`config.mk`:
```
export PLATFORM = sky130hd
export DESIGN_NAME = battle_turn_ctrl
export DESIGN_NICKNAME = d
export VERILOG_FILES = /design/src/rtl/battle_pkg.sv /design/src/rtl/battle_turn_ctrl_cycle_timer.sv /design/src/rtl/battle_turn_ctrl.sv
export SDC_FILE = /design/constraint.sdc
export NUM_CORES = 1
export LEC_CHECK = 0
export ABC_CLOCK_PERIOD_IN_PS = 3640
export CAP_MARGIN = 5
export CORE_UTILIZATION = 25
export CTS_BUF_LIST = sky130_fd_sc_hd__clkbuf_16
export CTS_CLUSTER_SIZE = 12
export DETAILED_ROUTE_END_ITERATION = 7
export HOLD_SLACK_MARGIN = 0.06
export PLACE_DENSITY = 0.38
export SKIP_CTS_REPAIR_TIMING = 1
export SLEW_MARGIN = 10
export SYNTH_ARGS = -nofsm -noshare
export SYNTH_HDL_FRONTEND = slang
export SYNTH_SLANG_ARGS = --single-unit
```
`constraint.sdc`:
```
create_clock -name clk -period 3.64 [get_ports clk]
set_clock_uncertainty 0.05 [all_clocks]
set_input_delay 0.364 -clock clk [delete_from_list [all_inputs] [get_ports clk]]
set_output_delay 0.364 -clock clk [all_outputs]
set_load 0.01 [all_outputs]
```
`src/rtl/battle_pkg.sv`:
```
// battle_pkg: game state codes and HP type shared by
// the turn controller, the enemy pattern stage and the HUD.
package battle_pkg;

  localparam logic [3:0] TITLE     = 4'b0000;
  localparam logic [3:0] PLAYER    = 4'b0100;
  localparam logic [3:0] ENEMY     = 4'b1000;
  localparam logic [3:0] GAME_OVER = 4'b1111;
  localparam logic [3:0] VICTORY   = 4'b1110;

  typedef logic [7:0] hp_t;

  typedef enum logic [3:0] {
    ST_TITLE     = TITLE,
    ST_PLAYER    = PLAYER,
    ST_ENEMY     = ENEMY,
    ST_GAME_OVER = GAME_OVER,
    ST_VICTORY   = VICTORY
  } state_e;

  function automatic hp_t hp_sub(hp_t a, hp_t b);
    return (a > b) ? hp_t'(a - b) : '0;
  endfunction

endpackage

```
`src/rtl/battle_turn_ctrl_cycle_timer.sv`:
```
// cycle_timer: loadable down-counter, active while
// nonzero, expire pulses on the last counted cycle.
module cycle_timer #(
  parameter int unsigned W = 32
) (
  input  logic         clk,
  input  logic         rst_n,
  input  logic         load_i,
  input  logic         count_i,
  input  logic         clear_i,
  input  logic [W-1:0] value_i,
  output logic         active_o,
  output logic         expire_o
);

  logic [W-1:0] cnt_q, cnt_d;

  // next count: clear beats load beats decrement
  always_comb begin
    cnt_d = cnt_q;
    if (clear_i)
      cnt_d = '0;
    else if (load_i)
      cnt_d = value_i;
    else if (count_i && cnt_q != '0)
      cnt_d = cnt_q - W'(1);
  end

  // counter register
  always_ff @(posedge clk or negedge rst_n) begin
    if (!rst_n)
      cnt_q <= '0;
    else
      cnt_q <= cnt_d;
  end

  assign active_o = (cnt_q != '0);
  assign expire_o = count_i && (cnt_q == W'(1));

endmodule

```
`src/rtl/battle_turn_ctrl.sv`:
```
// battle_turn_ctrl: turn sequencer and HP keeper around
// the enemy bullet-pattern stage.
module battle_turn_ctrl
  import battle_pkg::*;
#(
  parameter int unsigned PLAYER_HP     = 20,
  parameter int unsigned ENEMY_HP      = 30,
  parameter int unsigned HIT_DMG       = 4,
  parameter int unsigned ATTACK_DMG    = 5,
  parameter int unsigned INVULN_CYCLES = 32_500_000,
  parameter int unsigned ENEMY_TIMEOUT = 650_000_000,
  parameter int unsigned NUM_PATTERNS  = 4
) (
  input  logic       clk,
  input  logic       rst,
  input  logic       start_btn,
  input  logic       attack_btn,
  input  logic       enemy_busy,
  input  logic       enemy_finished,
  input  logic       enemy_damage,
  output logic [3:0] state_out,
  output logic [3:0] turn_out,
  output logic [7:0] player_hp,
  output logic [7:0] enemy_hp,
  output logic       invuln_out,
  output logic       hit_flash
);

  localparam hp_t        P_HP  = hp_t'(PLAYER_HP);
  localparam hp_t        E_HP  = hp_t'(ENEMY_HP);
  localparam hp_t        HIT_D = hp_t'(HIT_DMG);
  localparam hp_t        ATK_D = hp_t'(ATTACK_DMG);
  localparam logic [3:0] T_MAX = 4'(NUM_PATTERNS - 1);
  localparam logic [31:0] INV_V = 32'(INVULN_CYCLES);
  localparam logic [31:0] TO_V  = 32'(ENEMY_TIMEOUT);

  logic [1:0] rst_sync_q;
  logic       rst_n;

  state_e     state_q;
  logic [3:0] turn_q;
  hp_t        php_q;
  hp_t        ehp_q;
  logic       inv_q;
  logic       flash_q;

  logic       hit;
  hp_t        php_hit;
  hp_t        php_nx;
  hp_t        ehp_atk;
  logic [3:0] turn_inc;
  logic       enter_enemy;
  logic       inv_clr;
  logic       inv_act;
  logic       inv_exp;
  logic       to_exp;
  logic       to_act_unused;
  logic       busy_unused;

  assign busy_unused = enemy_busy;

  // async assert, two-flop synchronous release
  always_ff @(posedge clk or negedge rst) begin
    if (!rst)
      rst_sync_q <= 2'b00;
    else
      rst_sync_q <= {rst_sync_q[0], 1'b1};
  end

  assign rst_n = rst_sync_q[1];

  // per-cycle decisions feeding the FSM and both timers
  always_comb begin
    hit = (state_q == ST_ENEMY) && enemy_damage && !inv_q;
    php_hit = hp_sub(php_q, HIT_D);
    php_nx = hit ? php_hit : php_q;
    ehp_atk = hp_sub(ehp_q, ATK_D);
    turn_inc = (turn_q == T_MAX) ? 4'd0 : turn_q + 4'd1;
    enter_enemy = (state_q == ST_PLAYER) && attack_btn &&
                  (ehp_atk != '0);
    inv_clr = start_btn && ((state_q == ST_TITLE) ||
                            (state_q == ST_GAME_OVER) ||
                            (state_q == ST_VICTORY));
  end

  cycle_timer #(.W(32)) u_inv (
    .clk      (clk),
    .rst_n    (rst_n),
    .load_i   (hit),
    .count_i  (1'b1),
    .clear_i  (inv_clr),
    .value_i  (INV_V),
    .active_o (inv_act),
    .expire_o (inv_exp)
  );

  cycle_timer #(.W(32)) u_timeout (
    .clk      (clk),
    .rst_n    (rst_n),
    .load_i   (enter_enemy),
    .count_i  (state_q == ST_ENEMY),
    .clear_i  (1'b0),
    .value_i  (TO_V),
    .active_o (to_act_unused),
    .expire_o (to_exp)
  );

  // game FSM with registered HP, turn and HUD outputs
  always_ff @(posedge clk or negedge rst_n) begin
    if (!rst_n) begin
      state_q <= ST_TITLE;
      turn_q  <= '0;
      php_q   <= P_HP;
      ehp_q   <= E_HP;
      inv_q   <= 1'b0;
      flash_q <= 1'b0;
    end else begin
      flash_q <= hit;
      if (inv_clr)
        inv_q <= 1'b0;
      else
        inv_q <= hit || (inv_act && !inv_exp);
      unique case (state_q)
        ST_TITLE: begin
          if (start_btn) begin
            php_q   <= P_HP;
            ehp_q   <= E_HP;
            turn_q  <= '0;
            state_q <= ST_PLAYER;
          end
        end
        ST_PLAYER: begin
          if (attack_btn) begin
            ehp_q   <= ehp_atk;
            state_q <= (ehp_atk == '0) ? ST_VICTORY : ST_ENEMY;
          end
        end
        ST_ENEMY: begin
          php_q <= php_nx;
          if (php_nx == '0) begin
            state_q <= ST_GAME_OVER;
          end else if (enemy_finished || to_exp) begin
            state_q <= ST_PLAYER;
            turn_q  <= turn_inc;
          end
        end
        ST_GAME_OVER, ST_VICTORY: begin
          if (start_btn)
            state_q <= ST_TITLE;
        end
        default: state_q <= ST_TITLE;
      endcase
    end
  end

  assign state_out  = state_q;
  assign turn_out   = turn_q;
  assign player_hp  = php_q;
  assign enemy_hp   = ehp_q;
  assign invuln_out = inv_q;
  assign hit_flash  = flash_q;

endmodule

```
# After elaboration in Yosys (flattened, before gate mapping)
# Cells that the tools add are included.
# op_classes
addsub	5
reduce_logical	29
n_lt_le_gt_ge	2
n_mux	25
mul	0
n_bitwise	0
div	0
n_eq_ne	13
n_shift	0
# ops
cell	count
32-bit 2-to-1 mux	5
32-bit by 1-bit equality test with 1-bit output (second input constant)	2
32-bit nonzero test	2
32-bit by 1-bit subtractor with 32-bit output (second input constant)	2
8-bit 2-to-1 mux	6
4-bit 2-to-1 mux	8
8-bit case mux with 2 select lines	2
8-bit by 3-bit > comparator with 1-bit output (second input constant)	2
8-bit logical NOT	2
4-bit case mux with 4 select lines	1
8-bit by 3-bit subtractor with 8-bit output (second input constant)	2
4-bit equality test (second input constant)	3
2-bit != test (second input constant)	5
1-bit logical AND	8
4-bit case mux with 2 select lines	1
4-bit AND reduction	2
8-bit nonzero test	1
2-bit nonzero test	3
4-bit by 1-bit adder with 4-bit output (second input constant)	1
4-bit by 2-bit equality test with 1-bit output (second input constant)	1
4-bit by 3-bit equality test with 1-bit output (second input constant)	1
4-bit logical NOT	1
1-bit logical OR	4
3-bit 2-to-1 mux	1
other kinds (7)	8
# totals
memories	0
latchBits	0
input_bits	7
ramBits	0
mem_bits_ro	0
regBits	92

# Longest topological paths before layout
# logic_depth
depth_word	7
depth_mapped	10
ltp_nobuf	8

# Cells and area by module
# From an unflattened synthesis, not the netlist that was laid out.
# hier_totals
cells_unflattened	692
hier_area_um2	6109.6
# by_module_without_submodules
module	cells_each	seq_area_each_um2	n_inst	area_per_inst_um2
cycle_timer (u_inv)	263	800.8	1	2280.9
cycle_timer (u_timeout)	245	800.8	1	2177.1
battle_turn_ctrl	184	708.2	1	1651.6

# Least setup slack after synthesis
# Ideal clock, no wire load.
# synth_timing
kind	register to register
startpoint	register state_q[1], in the netlist state_out[1]
endpoint	register turn_q[1], in the netlist turn_out[1]
stages_incl_launch_ff	9
path_buffers	2
arrival_time_ns	2.210
slack_ns	1.259
path_cell_list	dfrtp_1 > buf_2 > or4b_4 > buf_6 > a311oi_1 > a221oi_1 > a41oi_2 > o21ai_1 > a32o_1
# synth_via
elab_chain_len	7
elab_cells_between_ends	14
cone_classes	4 x eq/ne; 2 x mux; 8 x reduce/logical
# synth_rtl
element	line_no	text
start, declared	battle_turn_ctrl.sv:40	state_e state_q;
start signal, assigned	battle_turn_ctrl.sv:135	state_q <= (ehp_atk == '0) ? ST_VICTORY : ST_ENEMY;
4-bit equality test	battle_turn_ctrl.sv:74, battle_turn_ctrl.sv:101, battle_turn_ctrl.sv:123	
1-bit logical AND (2 in a row)	battle_turn_ctrl.sv:74	hit = (state_q == ST_ENEMY) && enemy_damage && !inv_q;
8-bit 2-to-1 mux	battle_turn_ctrl.sv:76	php_nx = hit ? php_hit : php_q;
8-bit logical NOT	battle_turn_ctrl.sv:140	if (php_nx == '0) begin
2-bit != test (no line)	n/a	
4-bit AND reduction (no line)	n/a	
end signal, assigned	battle_turn_ctrl.sv:144	turn_q <= turn_inc;
end, declared	battle_turn_ctrl.sv:41	logic [3:0] turn_q;
# Several ways; a longest one is shown, not always the timed one.
# A chain may end at the register's enable or synchronous reset.

# Final worst setup path
# layout_timing
startpoint	register state_q[2], in the netlist state_out[2]
endpoint	register turn_q[1], in the netlist turn_out[1]
# The elaborated chain is that of the path after synthesis.

==> results.md <==
* RSZ-0062 raised after global routing: false
* Fin crit period at 2.871 ns
* Slew Viols, Final at 0
* Core box area at 20300 um^2
* DIE WIDTH at 146.1 um
* Crit end category: flip-flop
* Critical Path Source Type: flip-flop
* Die Area at ~21000 um^2
* # fillers at 2184
* Req. time, crit path at 3.87 ns
* Hold_ws at 0.1256 ns
* Simple-Gate Fraction of Synth Area at 29.35%
* Synthesized area at 5189 um^2
* Routability Congestion at ~0.74
* Outcome: completed
* Layout cells sized above 1 at 9.168%
* Number of flops mapped to enable cells by yosys at 0
* FF-to-FF setup slack at about 0.77 ns
* P&R area growth vs syn at 16.90%
* Final instance area at 6066 um^2
* Worst min-delay path class: input port to async pin
* Synth Area in XOR/XNOR at 9.790%
* GRT Overall Usage at between 10% and 20%
* Mux share of post-synthesis cell area at less than 1%
* Worst slack at placement at 0.8452 ns
* Post-layout util at 29.88%
* Critical Path AT at 3.10 ns
* Global-route wire length before repair at 21900 um
* DRC viols at 0
* Adder-cell area share of the yosys netlist at 2.653%
* Crit path to: turn_out[1]
* Peak supply drop at between 0.15 and 0.2 mV
* Sequential area share after synthesis at 44.51%
* Vias in the first global route at slightly above 4000
* # port buffers at 31
* Clk_lat worst skew at about 0.35 ns
* Total CTS buffers at 9
* CTS Buffer Depth at 2
* H-tree depth at 3
* TritonRoute pass-1 iters at 4
* Largest net degree at the start of global routing at 33
* Clock Pin Slew Worst Setup and Hold Paths at 0.07 ns
* Detail Placement HPWL at around 8700 um
* CP Cell Sequence: or4b_4, nor4_1, mux2i_1, a41oi_2, o21ai_1, a32o_1
* Finish-stage setup viols at 0
* Drt wl/cell at 14.96 um
* Post-synthesis cell count at 558
* Via count at ~4100
* Vert. Die Dim at ~150 um
* Post-synthesis compound-gate area fraction at 9.863%
* Slowest CP cell: or4b_4
* Net Count, Synth at roughly 580
* Kind of critical path: flip-flop to flip-flop
* Worst Path Buf+Inv at 0
* Max Cap Viol at 0
* Clock Sink Count at 92
* Fin. Hold Viols at 0
* Leak at around 2.4 nW
* Antenna violations before repair at 0
* # rows at 52
* ANT cells at 0
* Total gr overflow at 0
* Library cells used by synthesis at 64
* Crit path from: state_out[2]
* Commonest non-fill, non-tap cell in the layout: dfrtp_1
* Average cell area after synthesis at a little over 9 um^2
* Effective utilization at floorplan at 25.56%
* PD cells at 715.3 nW/um^2
* Crit-path max cell delay at 0.69 ns
* CTS root buf: clkbuf_16
* Max FO, Critical Path at 14
* Initial DRC Count at 187
* Commonest cells after routing, fill and taps aside: dfrtp_1 (85), nor2_1 (76), nand2_1 (41)
* Routed Antenna Nets at 0
* CP Depth at 6
* Fin nets at between 600 and 700
* FFs w/ async S/R, synth at 100.0%
* Synth Flop Type: dfrtp_1
* RR Endpoint: turn_out[1]
* Area after DPL at slightly below 6000 um^2
* Tightest Pin Transition at between 0.7 and 0.8 ns
* Total negative setup slack at 0 ns
* Rel. slew slack at 50.13%
* Tcrit/Tclk final at 78.89%
* Routed wire length at between 10000 and 15000 um
* Flops & latches, synth at 92
* Delay-heaviest family, CP: simple AND/OR/NAND/NOR gates
* Top-Level Pins at 33
* R2R depth at 6
* Final WS setup at between 0.7 and 0.8 ns
* CTS tree: yes
* Reg-to-Reg Start: state_out[2]
* Fmax at approximately 350 MHz
* Largest family of logic cells by synthesized area: simple AND/OR/NAND/NOR gates
* Drt via density at 4.811
* Yosys warning count at 0
## cell type report
class	count	area (um^2)	share of cell area (%)
clock buffer	9	225.2	3.713
clock inverter	7	43.79	0.7219
inverter	15	56.30	0.9282
multi-input combinational	425	2704	44.58
sequential	92	2313	38.14
tap	270	337.8	5.569
timing repair buffer	41	385.4	6.353
## sequential cells by signal, indices dropped and copies added, names as in the netlist
name	count
u_timeout.cnt_q	32
turn_out	4
invuln_out	1
rst_sync_q	2
enemy_hp	8
hit_flash	1
u_inv.cnt_q	32
player_hp	8
state_out	4
## Yosys cell counts, types with 4 or more instances
library cell	instances	area [um^2]
buf_1	4	15.01
o21ai_0	13	65.06
nand4b_1	8	70.07
or2_2	5	31.28
nand3b_1	5	37.54
nor4_1	14	87.58
a21oi_1	26	130.1
nand2_1	41	153.9
a31oi_1	4	25.02
xnor2_1	20	175.2
xor2_1	38	332.8
and4_1	4	35.03
inv_1	14	52.55
dfstp_2	6	157.7
nand3_1	24	120.1
nand4_1	16	100.1
and3_1	4	25.02
o41ai_1	4	35.03
ha_1	11	137.6
nor3b_1	4	30.03
or4_1	6	45.04
nor2b_1	9	56.30
and2_1	5	31.28
dfrtp_1	86	2152
nor2_1	76	285.3
or3_1	12	75.07
nor3_1	23	115.1
clkbuf_1	15	56.30
buf_2	5	25.02
## metal layers
metal | global-route usage (%) | vias up | share of wire (%) | routed length (um)
li1 | - | 2036 | - | -
met1 | 17.67 | 2037 | 52 | 6626
met2 | 20.17 | 47 | 45 | 5756
met3 | 2.438 | 13 | 2.1 | 274
met4 | 3.750 | 0 | 1.5 | 191
met5 | 0 | - | 0 | 0
## per-stage QoR
| step | cells | power (mW) |
|---|---|---|
| 2_1_floorplan | 558 | 2.963 |
| 3_3_place_gp | 843 | 3.457 |
| 3_5_place_dp | 843 | 3.491 |
| 4_1_cts | 859 | 4.410 |
| 5_1_grt | 859 | 4.694 |
| 6_report | 859 | 4.339 |
## how the worst min path moves through the flow
stage / to / slack [ns]
finish: rst_sync_q[1] / 0.13
global route: rst_sync_q[1] / 0.11
CTS: rst_sync_q[1] / 0.11
detailed placement: u_inv.cnt_q[10] / 0.23
global placement: u_inv.cnt_q[10] / 0.23
floorplan: rst_sync_q[0] / 0.02
## logic make-up (layout without fill, tap and decap cells)
family / after synthesis / count (layout)
AO/OA/AOI/OAI: 78 / 78
XOR/XNOR: 58 / 58
adder cells (fa/ha/maj): 11 / 11
buffers and inverters: 41 / 72
flip-flops: 92 / 92
multiplexers: 2 / 2
other: 1 / 1
AND/OR/NAND/NOR: 275 / 275
## power by group
group | total [mW] | switching (mW) | internal [mW]
clock network | 0.889 | 0.428 | 0.460
logic | 1.89 | 1.10 | 0.799
registers | 1.56 | 0.281 | 1.27
total | 4.34 | 1.80 | 2.53
No activity file was read; power rests on OpenSTA's default activity.
